$ cat src/rtl/ks_pkg.sv
// Shared mode and state encodings for the key-schedule expander.
package ks_pkg;

    typedef enum logic [1:0] {
        MODE_MIN  = 2'd0,
        MODE_FAST = 2'd1,
        MODE_FULL = 2'd2,
        MODE_RSVD = 2'd3
    } ks_mode_e;

    typedef enum logic [2:0] {
        ST_IDLE   = 3'd0,
        ST_FILL   = 3'd1,
        ST_PERM   = 3'd2,
        ST_SCAN   = 3'd3,
        ST_FINISH = 3'd4
    } ks_state_e;

endpackage

$ cat src/rtl/ks_pair_scan.sv
// Walks word pairs (i,j), i<j<NW, i-major, one pair per cycle and flags
// whether the current pair of C words is equal and whether it is the last pair.
module ks_pair_scan #(
    parameter int CWIDTH = 128,
    parameter int WORD_W = 32,
    parameter int NW     = 3
) (
    input  logic              clk,
    input  logic              reset,
    input  logic              i_start,
    input  logic [CWIDTH-1:0] i_c,
    output logic              o_match,
    output logic              o_last
);

    localparam int IW = $clog2(NW + 1);
    localparam logic [IW-1:0] LAST_I = IW'(NW - 2);
    localparam logic [IW-1:0] LAST_J = IW'(NW - 1);

    logic [IW-1:0]     r_i;
    logic [IW-1:0]     r_j;
    logic [WORD_W-1:0] w_word_i;
    logic [WORD_W-1:0] w_word_j;

    // Pair counters: reload to (0,1) on start, then advance until the last pair is reached.
    always_ff @(posedge clk or posedge reset) begin
        if (reset) begin
            r_i <= '0;
            r_j <= '0;
        end else if (i_start) begin
            r_i <= '0;
            r_j <= IW'(1);
        end else if (o_last) begin
            r_i <= r_i;
            r_j <= r_j;
        end else if (r_j == LAST_J) begin
            r_i <= r_i + IW'(1);
            r_j <= r_i + IW'(2);
        end else begin
            r_i <= r_i;
            r_j <= r_j + IW'(1);
        end
    end

    // Word select and equality compare for the current pair.
    always_comb begin
        w_word_i = i_c[int'(r_i)*WORD_W +: WORD_W];
        w_word_j = i_c[int'(r_j)*WORD_W +: WORD_W];
        o_match  = (w_word_i == w_word_j);
        o_last   = (r_i == LAST_I) && (r_j == LAST_J);
    end

endmodule

$ cat src/rtl/ks_expand.sv
// Key expansion controller: builds C/X from a key in FULL, FAST or MIN mode,
// iterating an external permutation in MIN mode until the checked words of C are distinct.
module ks_expand
    import ks_pkg::*;
#(
    parameter int MINWIDTH_K = 128,
    parameter int CWIDTH     = 128,
    parameter int XWIDTH     = 64,
    parameter int WORD_W     = 32,
    parameter int MAX_ITER   = 16
) (
    input  logic                     clk,
    input  logic                     reset,
    input  logic                     start,
    input  logic [CWIDTH+XWIDTH-1:0] k,
    input  logic [1:0]               kWidth,
    output logic                     perm_req,
    output logic [CWIDTH-1:0]        perm_c,
    input  logic                     perm_ack,
    input  logic [CWIDTH-1:0]        perm_cin,
    output logic [CWIDTH-1:0]        cout,
    output logic [XWIDTH-1:0]        xout,
    output logic                     busy,
    output logic                     done,
    output logic                     err
);

    localparam int KWIDTHMAX = CWIDTH + XWIDTH;
    localparam int XWORDS    = XWIDTH / WORD_W;
    localparam int NW        = XWORDS + 1;
    localparam int CWORDS    = CWIDTH / WORD_W;
    localparam int KWORDS    = MINWIDTH_K / WORD_W;
    localparam int FW        = $clog2(CWORDS + 1);
    localparam int ITW       = $clog2(MAX_ITER + 1);

    ks_state_e             r_state;
    ks_state_e             w_state_nxt;
    ks_mode_e              r_mode;
    logic [KWIDTHMAX-1:0]  r_k;
    logic [CWIDTH-1:0]     r_c;
    logic [CWIDTH-1:0]     r_cout;
    logic [XWIDTH-1:0]     r_xout;
    logic                  r_busy;
    logic                  r_done;
    logic                  r_err;
    logic                  r_perm_req;
    logic [FW-1:0]         r_fill;
    logic [ITW-1:0]        r_iter;
    logic [CWIDTH-1:0]     w_c_fill;
    logic                  w_fill_last;
    logic                  w_iter_max;
    logic                  w_scan_start;
    logic                  w_match;
    logic                  w_last;

    ks_pair_scan #(
        .CWIDTH (CWIDTH),
        .WORD_W (WORD_W),
        .NW     (NW)
    ) u_pair_scan (
        .clk     (clk),
        .reset   (reset),
        .i_start (w_scan_start),
        .i_c     (r_c),
        .o_match (w_match),
        .o_last  (w_last)
    );

    // Fill datapath: C with the current word replaced by the cyclically repeated key word.
    always_comb begin
        w_c_fill = r_c;
        w_c_fill[int'(r_fill)*WORD_W +: WORD_W] = r_k[(int'(r_fill) % KWORDS)*WORD_W +: WORD_W];
        w_fill_last  = (r_fill == FW'(CWORDS - 1));
        w_iter_max   = (r_iter == ITW'(MAX_ITER));
        w_scan_start = (r_state == ST_PERM) && perm_ack;
    end

    // State register.
    always_ff @(posedge clk or posedge reset) begin
        if (reset) begin
            r_state <= ST_IDLE;
        end else begin
            r_state <= w_state_nxt;
        end
    end

    // Next-state logic.
    always_comb begin
        w_state_nxt = r_state;
        case (r_state)
            ST_IDLE: begin
                if (start) begin
                    if ((kWidth == MODE_FULL) || (kWidth == MODE_RSVD)) begin
                        w_state_nxt = ST_FINISH;
                    end else begin
                        w_state_nxt = ST_FILL;
                    end
                end else begin
                    w_state_nxt = ST_IDLE;
                end
            end
            ST_FILL: begin
                if (w_fill_last) begin
                    w_state_nxt = (r_mode == MODE_FAST) ? ST_FINISH : ST_PERM;
                end else begin
                    w_state_nxt = ST_FILL;
                end
            end
            ST_PERM: begin
                w_state_nxt = perm_ack ? ST_SCAN : ST_PERM;
            end
            ST_SCAN: begin
                if (w_match) begin
                    w_state_nxt = w_iter_max ? ST_FINISH : ST_PERM;
                end else if (w_last) begin
                    w_state_nxt = ST_FINISH;
                end else begin
                    w_state_nxt = ST_SCAN;
                end
            end
            ST_FINISH: w_state_nxt = ST_IDLE;
            default:   w_state_nxt = ST_IDLE;
        endcase
    end

    // Datapath and registered outputs; perm_req tracks residency in PERM.
    always_ff @(posedge clk or posedge reset) begin
        if (reset) begin
            r_mode     <= MODE_MIN;
            r_k        <= '0;
            r_c        <= '0;
            r_cout     <= '0;
            r_xout     <= '0;
            r_busy     <= 1'b0;
            r_done     <= 1'b0;
            r_err      <= 1'b0;
            r_perm_req <= 1'b0;
            r_fill     <= '0;
            r_iter     <= '0;
        end else begin
            r_perm_req <= (w_state_nxt == ST_PERM);
            r_done     <= (r_state == ST_FINISH);
            case (r_state)
                ST_IDLE: begin
                    if (start) begin
                        r_k    <= k;
                        r_mode <= ks_mode_e'(kWidth);
                        r_busy <= 1'b1;
                        r_err  <= (kWidth == MODE_RSVD);
                        r_fill <= '0;
                        r_iter <= '0;
                        if (kWidth == MODE_FULL) begin
                            r_cout <= k[CWIDTH-1:0];
                            r_xout <= k[KWIDTHMAX-1:CWIDTH];
                        end
                    end
                end
                ST_FILL: begin
                    r_c    <= w_c_fill;
                    r_fill <= r_fill + FW'(1);
                    if (w_fill_last && (r_mode == MODE_FAST)) begin
                        r_cout <= w_c_fill;
                        r_xout <= r_k[MINWIDTH_K+XWIDTH-1:MINWIDTH_K];
                    end
                end
                ST_PERM: begin
                    if (perm_ack) begin
                        r_c    <= perm_cin;
                        r_iter <= r_iter + ITW'(1);
                    end
                end
                ST_SCAN: begin
                    if (w_match) begin
                        if (w_iter_max) begin
                            r_err <= 1'b1;
                        end
                    end else if (w_last) begin
                        r_xout <= r_c[XWIDTH-1:0];
                        r_cout <= {r_c[CWIDTH-1:XWIDTH], r_k[XWIDTH-1:0]};
                    end
                end
                ST_FINISH: begin
                    r_busy <= 1'b0;
                end
                default: begin
                    r_busy <= 1'b0;
                end
            endcase
        end
    end

    assign perm_req = r_perm_req;
    assign perm_c   = r_c;
    assign cout     = r_cout;
    assign xout     = r_xout;
    assign busy     = r_busy;
    assign done     = r_done;
    assign err      = r_err;

endmodule

$ cat config.mk
export PLATFORM = sky130hd
export DESIGN_NAME = ks_expand
export DESIGN_NICKNAME = d
export VERILOG_FILES = /design/src/rtl/ks_pkg.sv /design/src/rtl/ks_pair_scan.sv /design/src/rtl/ks_expand.sv
export SDC_FILE = /design/constraint.sdc
export NUM_CORES = 2
export LEC_CHECK = 0
export ABC_AREA = 1
export BUFFER_PORTS_ARGS = -buffer_cell sky130_fd_sc_hd__buf_2
export CAP_MARGIN = 10
export CORE_ASPECT_RATIO = 0.7
export CORE_MARGIN = 2
export CORE_UTILIZATION = 41
export DETAILED_ROUTE_END_ITERATION = 10
export GPL_ROUTABILITY_DRIVEN = 0
export PLACE_DENSITY = 0.68
export SLEW_MARGIN = 25
export SYNTH_ARGS = -nofsm -noshare
export SYNTH_HDL_FRONTEND = slang
export SYNTH_SLANG_ARGS = --single-unit
$ cat constraint.sdc
create_clock -name clk -period 24.5 [get_ports clk]
set_clock_uncertainty 0.15 [all_clocks]
set_input_delay 2.45 -clock clk [delete_from_list [all_inputs] [get_ports clk]]
set_output_delay 2.45 -clock clk [all_outputs]
set_load 0.02 [all_outputs]
==> impl_metrics.toml <==
[run_status]
status = "finished clean"

[cts]
clk_pin_slew_ns = 0.06
cts-htree-levels = 2
cts_tree = "built"
cts_inserted_buffers = 55
holdBufCountCts = 0
clock-sinks = 533
cts-root-buf = "clkbuf_16"
clk_path_buf_depth = 3
ctsResizeCount = 0
clock_latency_ns = 0.66
cts_setup_buffers = 0

[worst_hold_path]
min_path_cells = 2
hp-class = "flip-flop to flip-flop"

[setup_path]
critPathCaptureType = "flip-flop"
startpoint_type = "flip-flop"
cp.required_ns = 24.89
crit_arrival_ns = 6.17
path_class = "flip-flop to flip-flop"
rr_worst_depth = 10
path_max_fanout = 91

[global_routing]
grt_overflow = 0
grt.total_usage_pct = 40.0
grt_pass1_wl_mm = 216
grt_pass1_vias = 30065
antenna_found_initial = 23
grt_max_degree = 178

[synth]
syn_inst = 4158
syn_avg_cell_area_um2 = 7.09
ys_types = 32
async_flop_share_pct = 100
syn_nets = 4494
synthFlopType = "dfrtp_1"
ys_seq_area_share_pct = 45.2
ys_ff_latch = 533
synth_edf_count = 0
syn_area_um2 = 29500
yosysWarnings = 0

[finish]
nNetsFinal = 4942
fin_util_pct = 48.7
final_area_um2 = 34800
layout_commonest_cell = "nand2_1"
final-instance-count-excl-fill = 5621
layout_common_cells = "nand2_1 (1,562), buf_2 (649), dfrtp_1 (530), o21ai_0 (446), inv_1 (308)"
syn_to_final_growth_pct = 18.0
drive_gt1_share_pct = 17.1

[route]
ant_nets = 0
firstDrtPassIters = 9
drt-wirelength-per-cell_um = 27.6
routed_via_density = 5.95
num_vias = 33469
drt_iter0_markers = 5640
drc = 0
wirelength_mm = 155

[timing]
fin_crit_ns = 5.78
rsz0062_at_grt = "no"
maxSlewHeadroom_pct = 25.5
max_freq_ghz = 0.173
tightest_slew_ns = 1.12
worst_slack_ns = 18.72
finalSetupTns_ns = 0
finalCritPeriodShare_pct = 23.6
setup_violations = 0
hold_violations = 0
slew_viol_final = 0

[power_and_ir_drop]
p_per_area_nw_per_um2 = 176
p_leak_uw = 0.0180
vdd_drop_max_mv = 0.0852

[placed_design]
post_dp_cell_area_um2 = 33000
place_ws_ns = 18.74
place_inst = 5515
placement.io_buffers = 649
dp_hpwl_mm = 115

[die]
fp.dieW_um = 325
core_area_um2 = 71400
io_pins = 650
die_area_um2 = 74100
start_util_pct = 41.3
die_height_um = 228
num_rows = 82

[flow_run]
maxCapViolCount = 0
-- critical path, cell delays in order, from the launching register on --
cell     delay [ns]
dfrtp_1        0.44
inv_1          0.11
nor2_1         0.31
nand2_4        0.48
inv_4          0.80
nand2_1        0.39
nand2_4        0.76
buf_4          0.84
buf_4          0.75
o21ai_0        0.29
o22ai_1        0.18
-- cells in the mapped netlist, types with 2 or more instances --
| master | number | share of area (%) |
|---|---|---|
| o21ai_0 | 448 | 7.6 |
| nand2_1 | 1565 | 20 |
| a221oi_1 | 55 | 1.6 |
| clkinv_1 | 3 | 0.038 |
| nand4_1 | 5 | 0.11 |
| o221ai_1 | 31 | 0.92 |
| inv_1 | 309 | 3.9 |
| clkbuf_1 | 207 | 2.6 |
| nor2_1 | 216 | 2.7 |
| a22oi_1 | 23 | 0.59 |
| o211ai_1 | 2 | 0.051 |
| nor3_1 | 4 | 0.068 |
| buf_1 | 13 | 0.17 |
| a31oi_1 | 55 | 1.2 |
| buf_6 | 13 | 0.50 |
| o21ai_1 | 74 | 1.3 |
| nand3_1 | 184 | 3.1 |
| inv_2 | 9 | 0.11 |
| a21oi_1 | 151 | 2.6 |
| buf_2 | 48 | 0.81 |
| dfrtp_1 | 533 | 45 |
| ha_1 | 10 | 0.42 |
| buf_4 | 18 | 0.46 |
| o22ai_1 | 174 | 3.7 |
-- area by class of cell --
| class | count | area, um2 |
|---|---|---|
| inverter | 321 | 1220 |
| fill | 7295 | 36600 |
| timing repair buffer | 690 | 3580 |
| clock buffer | 75 | 1520 |
| clock inverter | 17 | 225 |
| multi-input combinational | 3005 | 13700 |
| tap | 966 | 1210 |
| antenna | 14 | 35.0 |
| sequential | 533 | 13300 |
-- sequential cells by signal (all words and copies together), names as in the netlist --
register / cells
cout: 128
r_iter: 5
xout: 64
u_pair_scan.r_i: 2
u_pair_scan.r_j: 2
err: 1
perm_req: 1
r_state: 3
done: 1
r_fill: 3
perm_c: 128
r_k: 192
busy: 1
r_mode: 2
-- power breakdown --
group | leakage (uW) | switching, uW | internal [uW]
Sequential | 0.00657 | 460 | 1290
Clock | 0.000862 | 388 | 474
Combinational | 0.0106 | 2570 | 936
-- kinds of logic after synthesis --
kind of cell	after synthesis	share of synthesized area (%)
AOI/OAI and AO/OA	1015	19.6
xor gates and xnor gates	1	0.0297
adders and majority gates	10	0.424
buffers and inverters	620	8.65
DFF	533	45.2
and+or+nand+nor	1979	26.1
-- final timing paths --
| path | startpoint | end | slack [ns] |
|---|---|---|---|
| worst min-delay path | xout[16] | xout[16] | 0.32 |
| max in group asynchronous | reset | cout[125] | 20.07 |
| worst min register to register | xout[16] | xout[16] | 0.32 |
| worst max-delay path | r_state[1] | perm_c[99] | 18.72 |
| min in group asynchronous | reset | cout[11] | 1.77 |
| worst max register to register | r_state[1] | perm_c[99] | 18.72 |
-- layer usage --
layer	wire, um	global-route usage [%]	share of wire, %	vias up
met5	111	0.0639	0.072	-
met3	26800	21.8	17	509
met1	57600	50.9	37	15762
met4	9550	20.8	6.2	18
met2	60800	54.1	39	2604
li1	-	-	-	14576
-- per-stage QoR --
stage,power (uW),hold slack [ns]
floorplan,3790,0.299
global placement,5030,0.306
detailed placement,5070,0.310
CTS,5940,0.326
global route,6410,0.345
finish,6120,0.325
(Power assumes the default switching activity.)
